### config.mk
export PLATFORM = sky130hd
export DESIGN_NAME = lcd_bus_arbiter
export DESIGN_NICKNAME = d
export VERILOG_FILES = /design/src/rtl/lcd_bus_pkg.sv /design/src/rtl/lcd_wr_strobe.sv /design/src/rtl/lcd_bus_arbiter.sv
export SDC_FILE = /design/constraint.sdc
export NUM_CORES = 1
export LEC_CHECK = 0
export ABC_AREA = 1
export ABC_CLOCK_PERIOD_IN_PS = 2300
export BUFFER_PORTS_ARGS = -buffer_cell sky130_fd_sc_hd__buf_2
export CORE_MARGIN = 2
export CORE_UTILIZATION = 58
export CTS_BUF_LIST = sky130_fd_sc_hd__clkbuf_16
export DETAILED_ROUTE_END_ITERATION = 10
export HOLD_SLACK_MARGIN = 0.15
export PLACE_DENSITY = 0.93
export SLEW_MARGIN = 30
export SYNTH_ARGS = -nofsm -noshare
export SYNTH_HDL_FRONTEND = slang
export SYNTH_SLANG_ARGS = --single-unit
### constraint.sdc
create_clock -name clk -period 2.3 [get_ports clk]
set_input_delay 0.46 -clock clk [delete_from_list [all_inputs] [get_ports clk]]
set_output_delay 0.46 -clock clk [all_outputs]
set_load 0.005 [all_outputs]
### src/rtl/lcd_bus_pkg.sv
// rtl/lcd_bus_pkg.sv - shared types and constants for the LCD bus arbiter
package lcd_bus_pkg;

  typedef enum logic [1:0] {P_RST, P_WAIT, IDLE, BUSY} ctl_state_t;
  typedef enum logic [1:0] {S_IDLE, SETUP, WR_L, WR_H} strobe_state_t;

  localparam int RST_LOW_DEF  = 120;
  localparam int RST_WAIT_DEF = 1440000;

  typedef struct packed {
    logic wr;
    logic rd;
    logic cs;
  } bus_ctl_t;

  localparam bus_ctl_t BUS_INACTIVE = '{wr: 1'b1, rd: 1'b1, cs: 1'b1};

  function automatic int max2(input int a, input int b);
    return (a > b) ? a : b;
  endfunction

endpackage

### src/rtl/lcd_wr_strobe.sv
// rtl/lcd_wr_strobe.sv - one-byte write cycle: setup, wr low phase, wr high phase
module lcd_wr_strobe
  import lcd_bus_pkg::*;
#(
  parameter int WR_LOW  = 2,
  parameter int WR_HIGH = 2
) (
  input  logic       clk,
  input  logic       rst,
  input  logic       start,
  input  logic       byte_rs,
  input  logic [7:0] byte_data,
  output logic [7:0] d,
  output logic       rs,
  output logic       wr,
  output logic       done
);

  localparam int CW = $clog2(max2(WR_LOW, WR_HIGH)) + 1;

  strobe_state_t   state;
  logic [CW-1:0]   cnt;

  always_ff @(posedge clk) begin
    if (rst) begin
      state <= S_IDLE;
      cnt   <= '0;
      d     <= '0;
      rs    <= 1'b0;
      wr    <= BUS_INACTIVE.wr;
    end else begin
      case (state)
        S_IDLE: begin
          if (start) begin
            d     <= byte_data;
            rs    <= byte_rs;
            state <= SETUP;
          end
        end
        SETUP: begin
          state <= WR_L;
          cnt   <= CW'(WR_LOW - 1);
          wr    <= 1'b0;
        end
        WR_L: begin
          if (cnt == '0) begin
            state <= WR_H;
            cnt   <= CW'(WR_HIGH - 1);
            wr    <= 1'b1;
          end else begin
            cnt <= cnt - CW'(1);
          end
        end
        WR_H: begin
          if (cnt == '0) state <= S_IDLE;
          else           cnt   <= cnt - CW'(1);
        end
        default: state <= S_IDLE;
      endcase
    end
  end

  // Pulses during the final high-phase cycle so the caller is back in IDLE next cycle
  assign done = (state == WR_H) && (cnt == '0);

endmodule

### src/rtl/lcd_bus_arbiter.sv
// rtl/lcd_bus_arbiter.sv - panel reset sequencing and round-robin burst-locked arbitration of the LCD write bus
module lcd_bus_arbiter
  import lcd_bus_pkg::*;
#(
  parameter int WR_LOW   = 2,
  parameter int WR_HIGH  = 2,
  parameter int RST_LOW  = RST_LOW_DEF,
  parameter int RST_WAIT = RST_WAIT_DEF
) (
  input  logic       clk,
  input  logic       rst,
  input  logic       r0_valid,
  input  logic       r0_rs,
  input  logic [7:0] r0_data,
  input  logic       r0_last,
  output logic       r0_ready,
  input  logic       r1_valid,
  input  logic       r1_rs,
  input  logic [7:0] r1_data,
  input  logic       r1_last,
  output logic       r1_ready,
  output logic [7:0] d,
  output logic       rs,
  output logic       wr,
  output logic       rd,
  output logic       cs,
  output logic       lcd_rst,
  output logic       init_done
);

  localparam int CW = $clog2(max2(RST_LOW, RST_WAIT)) + 1;

  ctl_state_t    state;
  logic [CW-1:0] cnt;
  logic          locked;
  logic          owner;
  logic          last_gnt;
  logic          last_q;
  logic          grant0;
  logic          grant1;
  logic          start;
  logic          sel_rs;
  logic [7:0]    sel_data;
  logic          sel_last;
  logic          strobe_done;

  always_comb begin
    grant0 = 1'b0;
    grant1 = 1'b0;
    if (state == IDLE) begin
      if (locked) begin
        grant0 = !owner && r0_valid;
        grant1 = owner && r1_valid;
      end else if (r0_valid && r1_valid) begin
        // last_gnt resets to 1 so that r0 wins the first contest
        grant0 = last_gnt;
        grant1 = !last_gnt;
      end else begin
        grant0 = r0_valid;
        grant1 = r1_valid;
      end
    end
  end

  assign start    = grant0 || grant1;
  assign sel_rs   = grant1 ? r1_rs   : r0_rs;
  assign sel_data = grant1 ? r1_data : r0_data;
  assign sel_last = grant1 ? r1_last : r0_last;
  assign r0_ready = grant0;
  assign r1_ready = grant1;
  assign rd       = BUS_INACTIVE.rd;

  always_ff @(posedge clk) begin
    if (rst) begin
      state     <= P_RST;
      cnt       <= CW'(RST_LOW - 1);
      lcd_rst   <= 1'b0;
      init_done <= 1'b0;
      cs        <= BUS_INACTIVE.cs;
      locked    <= 1'b0;
      owner     <= 1'b0;
      last_gnt  <= 1'b1;
      last_q    <= 1'b0;
    end else begin
      case (state)
        P_RST: begin
          if (cnt == '0) begin
            state   <= P_WAIT;
            cnt     <= CW'(RST_WAIT - 1);
            lcd_rst <= 1'b1;
          end else begin
            cnt <= cnt - CW'(1);
          end
        end
        P_WAIT: begin
          if (cnt == '0) begin
            state     <= IDLE;
            init_done <= 1'b1;
          end else begin
            cnt <= cnt - CW'(1);
          end
        end
        IDLE: begin
          if (start) begin
            state  <= BUSY;
            cs     <= 1'b0;
            locked <= 1'b1;
            owner  <= grant1;
            last_q <= sel_last;
          end
        end
        BUSY: begin
          if (strobe_done) begin
            state <= IDLE;
            // Mid-burst bytes keep cs low so the panel sees one continuous transaction
            if (last_q) begin
              locked   <= 1'b0;
              last_gnt <= owner;
              cs       <= BUS_INACTIVE.cs;
            end
          end
        end
        default: state <= P_RST;
      endcase
    end
  end

  lcd_wr_strobe #(
    .WR_LOW  (WR_LOW),
    .WR_HIGH (WR_HIGH)
  ) u_strobe (
    .clk       (clk),
    .rst       (rst),
    .start     (start),
    .byte_rs   (sel_rs),
    .byte_data (sel_data),
    .d         (d),
    .rs        (rs),
    .wr        (wr),
    .done      (strobe_done)
  );

endmodule

=== After elaboration in Yosys (flattened, before gate mapping) ===
Cells that the tools add are included.

* Bits in registers: 45
* Output and inout port bits: 16

* $add $sub $neg: 2
* Eq/ne operators: 16
* Multiplexer cells: 34
* Reductions and logical operators: 26

{| class="wikitable"
|+ Operators with widths
! kind !! number
|-
| 2-to-1 mux 22 bit || 2
|-
| one-hot mux 22 bit (2 select lines) || 1
|-
| logical NOT 22 bit || 1
|-
| subtractor 22 x 1 -> 22 bit, second input constant || 1
|-
| 2-to-1 mux 2 bit || 9
|-
| != test 2 bit, second input constant || 9
|-
| one-hot mux 2 bit (4 select lines) || 2
|-
| 2-to-1 mux 1 bit || 15
|-
| AND reduction 2 bit || 7
|-
| equality test 2 bit, second input constant || 4
|-
| 2-to-1 mux 8 bit || 1
|-
| AND reduction 4 bit || 2
|-
| logical NOT 2 bit || 3
|-
| one-hot mux 1 bit (2 select lines) || 3
|-
| one-hot mux 2 bit (3 select lines) || 1
|-
| AND reduction 3 bit || 2
|-
| nonzero test 2 bit || 3
|-
| equality test 2 x 1 -> 1 bit, second input constant || 2
|-
| logical AND 1 bit || 4
|-
| nonzero test 3 bit || 1
|-
| logical NOT 1 bit || 2
|-
| != test 2 x 1 -> 1 bit, second input constant || 1
|-
| subtractor 2 x 1 -> 2 bit, second input constant || 1
|-
| logical OR 1 bit || 1
|}

=== Depth between registers and ports, before layout ===
Gate-level depths: netlist of run 1.

* Depth after elaboration: 7
* Depth in mapped cells: 12
* Depth with buffers taken out: 11

=== By module ===
From an unflattened synthesis of run 1, not the netlist that was laid out.

* Cell total of the unflattened synthesis: 397
* Area, all modules: 2,570.0 um^2

{| class="wikitable"
|+ Modules (own cells, without submodules)
! module !! instances !! cells an instance !! area an instance (um^2) !! sequential area each (um^2)
|-
| lcd_bus_arbiter || 1 || 306 || 1,896.8 || 620.6
|-
| lcd_wr_strobe || 1 || 91 || 673.1 || 280.3
|}

=== Least setup slack after synthesis of run 1 ===
No wires, ideal clock.

* Kind: flip-flop to flip-flop
* Start point: reg cnt[0]
* End point: reg cnt[1]
* Library setup time: 125 ps
* Arrival: 1,424 ps
* Data required time: 2,175 ps
* Slack: 751 ps
* Cell stages (with the launch flop): 11
* Path buffers: 1
* Path through: dfxtp_1 inv_1 ha_1 nand2_1 nor2_1 nand3_2 nand2_4 nand2_4 buf_2 o21ai_1 nand2_1

* Cells in the longest elaborated chain, start to end: 3
* Elaborated cells between the ends (all ways): 7
* Classes of those cells: add/sub (1); eq/ne (1); mux (3); reduce/logical (2)

{| class="wikitable"
|+ Ends and longest elaborated chain
! element !! line !! source
|-
| start: declaration || lcd_bus_arbiter.sv:34 || <nowiki>logic [CW-1:0] cnt;</nowiki>
|-
| start signal: assignment || lcd_bus_arbiter.sv:76 || <nowiki>cnt <= CW'(RST_LOW - 1);</nowiki>
|-
| start signal: assignment || lcd_bus_arbiter.sv:89 || <nowiki>cnt <= CW'(RST_WAIT - 1);</nowiki>
|-
| start signal: assignment || lcd_bus_arbiter.sv:92 || <nowiki>cnt <= cnt - CW'(1);</nowiki>
|-
| subtractor 22 x 1 -> 22 bit or logical NOT 22 bit (tied branches) || -- ||
|-
| 2-to-1 mux 22 bit, or another cell as far along || lcd_bus_arbiter.sv:96 || <nowiki>if (cnt == '0) begin</nowiki>
|-
| one-hot mux 22 bit (2 select lines) or AND reduction 2 bit (tied branches) || -- ||
|}

Several ways; a longest one is shown, not always the timed one. The select of a mux whose other input is x is not followed.
A chain may end at the register's enable or synchronous reset.

=== Worst setup path after layout of run 1 ===
* Start point: reg state[1]
* End point: out r1_ready

* Cells in the longest elaborated chain, start to end: 2

{| class="wikitable"
|+ Ends and longest elaborated chain
! element !! line !! source
|-
| start: declaration || lcd_bus_arbiter.sv:33 || <nowiki>ctl_state_t state;</nowiki>
|-
| start signal: assignment || lcd_bus_arbiter.sv:75 || <nowiki>state <= P_RST;</nowiki>
|-
| start signal: assignment || lcd_bus_arbiter.sv:88 || <nowiki>state <= P_WAIT;</nowiki>
|-
| start signal: assignment || lcd_bus_arbiter.sv:97 || <nowiki>state <= IDLE;</nowiki>
|-
| equality test 2 bit || lcd_bus_arbiter.sv:50 || <nowiki>if (state == IDLE) begin</nowiki>
|-
| 2-to-1 mux 1 bit || lcd_bus_arbiter.sv:50 ||
|-
| end: declaration || lcd_bus_arbiter.sv:21 || <nowiki>output logic r1_ready,</nowiki>
|}

No other way between the ends.

==> results of run 1 <==
[sequential cells by signal (all words and copies together) (netlist names)]
| name | flops |
|---|---|
| last_q | 1 |
| u_strobe.cnt | 2 |
| cs | 1 |
| locked | 1 |
| owner | 1 |
| u_strobe.rs | 1 |
| cnt | 22 |
| init_done | 1 |
| u_strobe.state | 2 |
| lcd_rst | 1 |
| u_strobe.d | 8 |
| state | 2 |
| u_strobe.wr | 1 |
| last_gnt | 1 |
[area by class of cell]
cell class / instances / area (um2)
multi-input cells: 299 / 1450
fillers: 375 / 1350
flip-flops and latches: 45 / 901
repair buffers: 40 / 205
inverters: 43 / 166
clock buffers: 5 / 125
clock inverters: 3 / 65.1
well taps: 52 / 65.1
[worst reg2reg max path: cells and delay by family, from the launching register on]
family	cells	cell delay, ns
fa+ha+maj	1	0.26
flops	1	0.31
buf+inv	2	0.27
simple gates	8	0.87
[synth_stat cells, types with 4 or more instances]
| cell type | number |
|---|---|
| nand3b_1 | 4 |
| inv_1 | 39 |
| nand2_2 | 5 |
| a21oi_2 | 9 |
| nor2_1 | 83 |
| xnor2_1 | 6 |
| nor2_2 | 5 |
| a21oi_1 | 6 |
| nand2_1 | 107 |
| o21ai_1 | 8 |
| o21ai_0 | 18 |
| ha_1 | 8 |
| dfxtp_1 | 45 |
| nand3_1 | 21 |
[through the flow]
stage	utilization, %	instance area, um2	worst slack, ns	power (mW)
after floorplan	-	2590	0.751	1.08
after global placement	64.5	2790	0.586	1.14
after detailed placement	64.5	2790	0.471	1.16
after CTS	68.9	2980	0.367	2.07
after global routing	68.9	2980	0.276	2.16
final	68.9	2980	0.338	2.06
[final timing paths]
kind / endpoint / slack (ns) / depth (start not counted)
max: r1_ready / 0.34 / 5
min: last_q / 0.45 / 3
max reg2reg: cnt[10] / 0.46 / 11
min reg2reg: u_strobe.d[6] / 0.48 / 2
[cells by family after synthesis]
logic type,count (synthesis)
AND/OR/NAND/NOR,236
buffers and inverters,53
other,1
XOR/XNOR,8
adder cells (fa/ha/maj),8
AO/OA/AOI/OAI,46
flip-flops,45
[power by group through the flow]
stage          Sequential (mW)  Combinational (mW)  Clock [mW]
4_1_cts                  0.850               0.298       0.927
5_1_grt                  0.856               0.346       0.959
2_1_floorplan            0.860               0.220           0
3_5_place_dp             0.865               0.292           0
3_3_place_gp             0.863               0.276           0
6_report                 0.849               0.296       0.919
[routing by layer]
layer	up-vias	global-route usage, %	share of wire [%]
met4	0	6.29	1.6
met5	-	0	0
met1	1122	28.0	44
met2	73	43.0	49
met3	10	5.41	6.0
li1	1306	-	-
==> run summary, run 1 <==
initial antenna violation count: 0
Top-Level Pins: 40
Max Freq: 0.510 GHz
crit start category: flop
maximum buffer depth of the clock tree: 2
Clk pwr share: 44.5%
Hold Vio Cnt, Final: 0
clock insertion delay at the later pin of the skew report: 0.29 ns
Setup crit end kind: primary output
RSZ-0062 raised after global routing: false
largest area contributor in the synthesized netlist: dfxtp_1
VDD IR max: 0.000619 V
CTS Sinks: 45
Placed Instances: 479
simple-gate share of the synthesized area: 38.7%
Worst Path Max Fanout: 12
die area: 5020 um2
Cell variety after synth: 34
Yosys top cell area share: 34.8%
Final nets: 466
Net Sw Frac: 24.4%
final WL: 5770 um
CTS root buf: clkbuf_16
crit path time final: 1.96 ns
internal power: 1.56 mW
P_sw: 0.505 mW
static leakage: 1.43 nW
H-tree depth reported by CTS: 2
largest cells by area after synthesis: dfxtp_1 35%, nand2_1 15%, nor2_1 12%
relative slew slack: 58.0%
Logic pwr share: 14.3%
Period Utilization, post-route: 85.3%
Syn Nets: 429
Post-Synthesis Cells: 397
Fin Setup TNS: 0 ns
Fin Clk Skew: 0.00288 ns
GRT Overall Usage: 23.7%
critical path required time: 1.84 ns
GP Congestion: 0.951
adder-cell share of the synthesized area: 3.86%
Post-synth EDFFs: 0
vias in the first global route: 2302
largest family of logic cells by synthesized area: simple AND/OR/NAND/NOR gates
Max Cap Viol: 0
Hold Crit Start: r0_last
1st-iter DRT viols: 184
Avg WL per Cell: 11.8 um
Mapped Area: 2590 um2
via count: 2511
worst setup path startpoint: state[1]
Worst Max-Slew Pin Slew: 0.630 ns
number of I/O port buffers: 38
first-pass GRT wire length: 9610 um
Core ar.: 4320 um2
Seq pwr share: 41.1%
clk slew on worst S/H paths: 0.06 ns
Synth Area in XOR/XNOR: 2.70%
Yosys reg bits: 45
CP top delay family: buffers and inverters
CP max stage delay: 0.41 ns
via/cell ratio: 5.16
Post-CTS Setup Bufs: 0
r2r startpoint: cnt[0]
hpwl dp: 4240 um
share of cells above drive strength 1: 17.9%
synth warn: 0
sequential share of the synthesized area: 34.8%
DRT Pass-1 Iters: 4
Final ANT Viol Nets: 0
ANT cells: 0
number of max-slew violations in the final report: 0
Synth Area in Compound Gates: 10.6%
Post-synth ARST share: 0%
worst path cell trace: inv_2, nor2_1, nand3_1, inv_2, buf_2
total CTS buffers: 5
HP Class: primary input to flop
grt total ovfl: 0
Power Dens Cells: 693 nW/um2
chip width: 70.8 um
most frequent cells in the layout: 107 x nand2_1, 83 x nor2_1, 45 x dfxtp_1
Crit-path slowest cell: dfxtp_1
final std cells w/o fill: 487
Fin Hold WS: 0.449 ns
syn_area_per_cell: 6.53 um2
Die Y: 70.8 um
post-cts sizing count: 0
Starting Density: 59.9%
DRC Markers: 0
commonest non-fill, non-tap cell in the layout: nand2_1
Area Overhead vs Synth: 15.0%
hold_buf cts: 0
mux cell area share after synthesis: 0%
CP dominant cell by count: inv_2
num rows: 24
crit path kind: flop to primary output
CTS tree: yes
Buf/Inv on CP: 3
outcome: completed
Primary FF master, synth: dfxtp_1
largest net degree at the start of global routing: 23
crit path DAT: 1.50 ns
Finish-stage setup viols: 0
(Power assumes the default switching activity.)
==> inputs of run 2 (changes only) <==
--- a/config.mk
+++ b/config.mk
@@ -8,12 +8,14 @@
 export ABC_AREA = 1
 export ABC_CLOCK_PERIOD_IN_PS = 2300
 export BUFFER_PORTS_ARGS = -buffer_cell sky130_fd_sc_hd__buf_2
+export CELL_PAD_IN_SITES_DETAIL_PLACEMENT = 2
+export CELL_PAD_IN_SITES_GLOBAL_PLACEMENT = 2
 export CORE_MARGIN = 2
-export CORE_UTILIZATION = 58
+export CORE_UTILIZATION = 33
 export CTS_BUF_LIST = sky130_fd_sc_hd__clkbuf_16
 export DETAILED_ROUTE_END_ITERATION = 10
 export HOLD_SLACK_MARGIN = 0.15
-export PLACE_DENSITY = 0.93
+export PLACE_DENSITY = 0.95
 export SLEW_MARGIN = 30
 export SYNTH_ARGS = -nofsm -noshare
 export SYNTH_HDL_FRONTEND = slang
==> run 2 against run 1 <==
- clock skew is 0.0049 ns higher
- count of clock-buffer cells in the layout stayed put
- via count is 5.7% higher
- global-route usage is 1.6 points lower
- core utilization is 29 points lower
- worst setup slack worse by 0.041 ns
- power is 2.2% higher
- sequential share of layout area is 0.69 points lower
- critical path depth stayed put
- sequential power is 0.5% higher
- register-to-register slack worse by 0.14 ns
- first-iteration DRC count is 76% lower
==> run summary, run 2 (synthesis results as in run 1) <==
outcome: completed
CP top delay family: buffers and inverters
Post-CTS Setup Bufs: 0 (unchanged)
die area: 8580 um2 (+71%)
number of I/O port buffers: 38 (unchanged)
Fin Setup TNS: 0 ns (unchanged)
CP max stage delay: 0.41 ns (about the same)
Largest Register: cnt
Avg WL per Cell: 16.6 um (+40%)
final WL: 8940 um (+55%)
GRT Overall Usage: 22.0% (-1.6 points)
clk slew on worst S/H paths: 0.07 ns (about the same)
area taken by multi-input logic gates: 1450 um2 (unchanged)
Die Y: 92.6 um (+31%)
first-pass GRT wire length: 15100 um (+57%)
grt total ovfl: 0 (unchanged)
DRT Pass-1 Iters: 4 (unchanged)
Hold Vio Cnt, Final: 0 (unchanged)
chip width: 92.6 um (+31%)
critical path required time: 1.84 ns (about the same)
crit start category: flop
H-tree depth reported by CTS: 2 (unchanged)
Final nets: 467 (+0.21%)
commonest non-fill, non-tap cell in the layout: nand2_1
Finish-stage setup viols: 0 (unchanged)
1st-iter DRT viols: 45 (-76%)
hold_buf cts: 0 (unchanged)
Power Dens Cells: 692 nW/um2 (-0.14%)
final core occ: 39.9% (-29 points)
Max Freq: 0.499 GHz (-2.1%)
CP dominant cell by count: inv_2
CTS root buf: clkbuf_16
Fin Hold WS: 0.429 ns (-0.0199 ns)
area of placed instances: 2860 um2 (+2.5%)
Buf/Inv on CP: 3 (unchanged)
num rows: 32 (+33%)
hpwl dp: 7020 um (+65%)
Period Utilization, post-route: 87.1% (+1.8 points)
static leakage: 1.44 nW (+0.34%)
CTS Sinks: 45 (unchanged)
CTS tree: yes
ANT cells: 0 (unchanged)
Largest regs: cnt x22, u_strobe.d x8
fin area: 3050 um2 (+2.4%)
max reg flops: 22 (unchanged)
via count: 2655 (+5.7%)
Worst Path Max Fanout: 12 (unchanged)
number of max-slew violations in the final report: 0 (unchanged)
vias in the first global route: 3103 (+35%)
RSZ-0062 raised after global routing: false
Worst Max-Slew Pin Slew: 0.717 ns (+0.0865 ns)
crit path time final: 2.00 ns (+0.0415 ns)
worst path cell trace: inv_2, nor2_1, nand3_1, inv_2, buf_2
Final ANT Viol Nets: 0 (unchanged)
largest net degree at the start of global routing: 23 (unchanged)
post-cts sizing count: 0 (unchanged)
total area of sequential cells: 901 um2 (unchanged)
Fin Clk Skew: 0.00781 ns (+0.00493 ns)
total CTS buffers: 5 (unchanged)
Crit-path slowest cell: dfxtp_1
crit path kind: flop to primary output
most frequent cells in the layout: 107 x nand2_1, 83 x nor2_1, 45 x dfxtp_1
VDD IR max: 0.000346 V (-44%)
clock insertion delay at the later pin of the skew report: 0.29 ns (about the same)
Core ar.: 7650 um2 (+77%)
Setup crit end kind: primary output
share of cells above drive strength 1: 18.1% (+0.19 points)
via/cell ratio: 4.93 (-4.3%)
Max Cap Viol: 0 (unchanged)
Starting Density: 33.9% (-26 points)
Fillers: 942 (+150%)
GP Congestion: 0.866 (-9.0%)
total power: 2.11 mW (+2.2%)
Area Overhead vs Synth: 17.7%
DRC Markers: 0 (unchanged)
initial antenna violation count: 0 (unchanged)
HP Class: primary input to flop
maximum buffer depth of the clock tree: 2 (unchanged)
Top-Level Pins: 40 (unchanged)
crit path DAT: 1.54 ns (+0.04 ns)
relative slew slack: 52.1% (-5.9 points)
[run 2: worst reg2reg max path, delay by kind of cell, from the launching register on]
kind | cells | cell delay [ns]
buf+inv | 1 | 0.11
simple gates | 7 | 1.14
fa+ha+maj | 1 | 0.29
flops | 1 | 0.33
[run 2: power by group]
group | switching [mW] | internal, mW | leakage [nW]
Clock | 0.312 | 0.621 | 0.0938
Combinational | 0.199 | 0.125 | 0.978
Sequential | 0.0354 | 0.818 | 0.364
Total | 0.546 | 1.56 | 1.44
[run 2: metal layers]
metal | vias up | global-route usage [%] | part of all wire, %
met5 | - | 0 | 0
met4 | 0 | 4.41 | 1.2
met3 | 10 | 2.93 | 2.6
met2 | 50 | 44.2 | 54
met1 | 1291 | 24.5 | 42
li1 | 1304 | - | -
[run 2: final cells by class]
class                      instances  area share (%)
clock buffer                       5            4.10
clock inverter                     3            2.13
inverter                          43            5.46
multi-input combinational        299            47.6
sequential                        45            29.5
tap                              102            4.19
timing repair buffer              41            6.98
[run 2: path summary, 6_finish.rpt]
path                    start           to  slack [ns]  cells after the start
setup / recovery     state[1]     r1_ready        0.30                      5
setup reg to reg       cnt[0]       cnt[9]        0.32                      9
hold reg to reg   u_strobe.wr  u_strobe.wr        0.49                      2
hold / removal        r0_last       last_q        0.43                      3
[run 2: stage by stage]
stage	std cells	worst slack (ns)
floorplan	397	0.751
global placement	530	0.533
detailed placement	530	0.360
CTS	538	0.283
global route	538	0.0788
finish	538	0.297
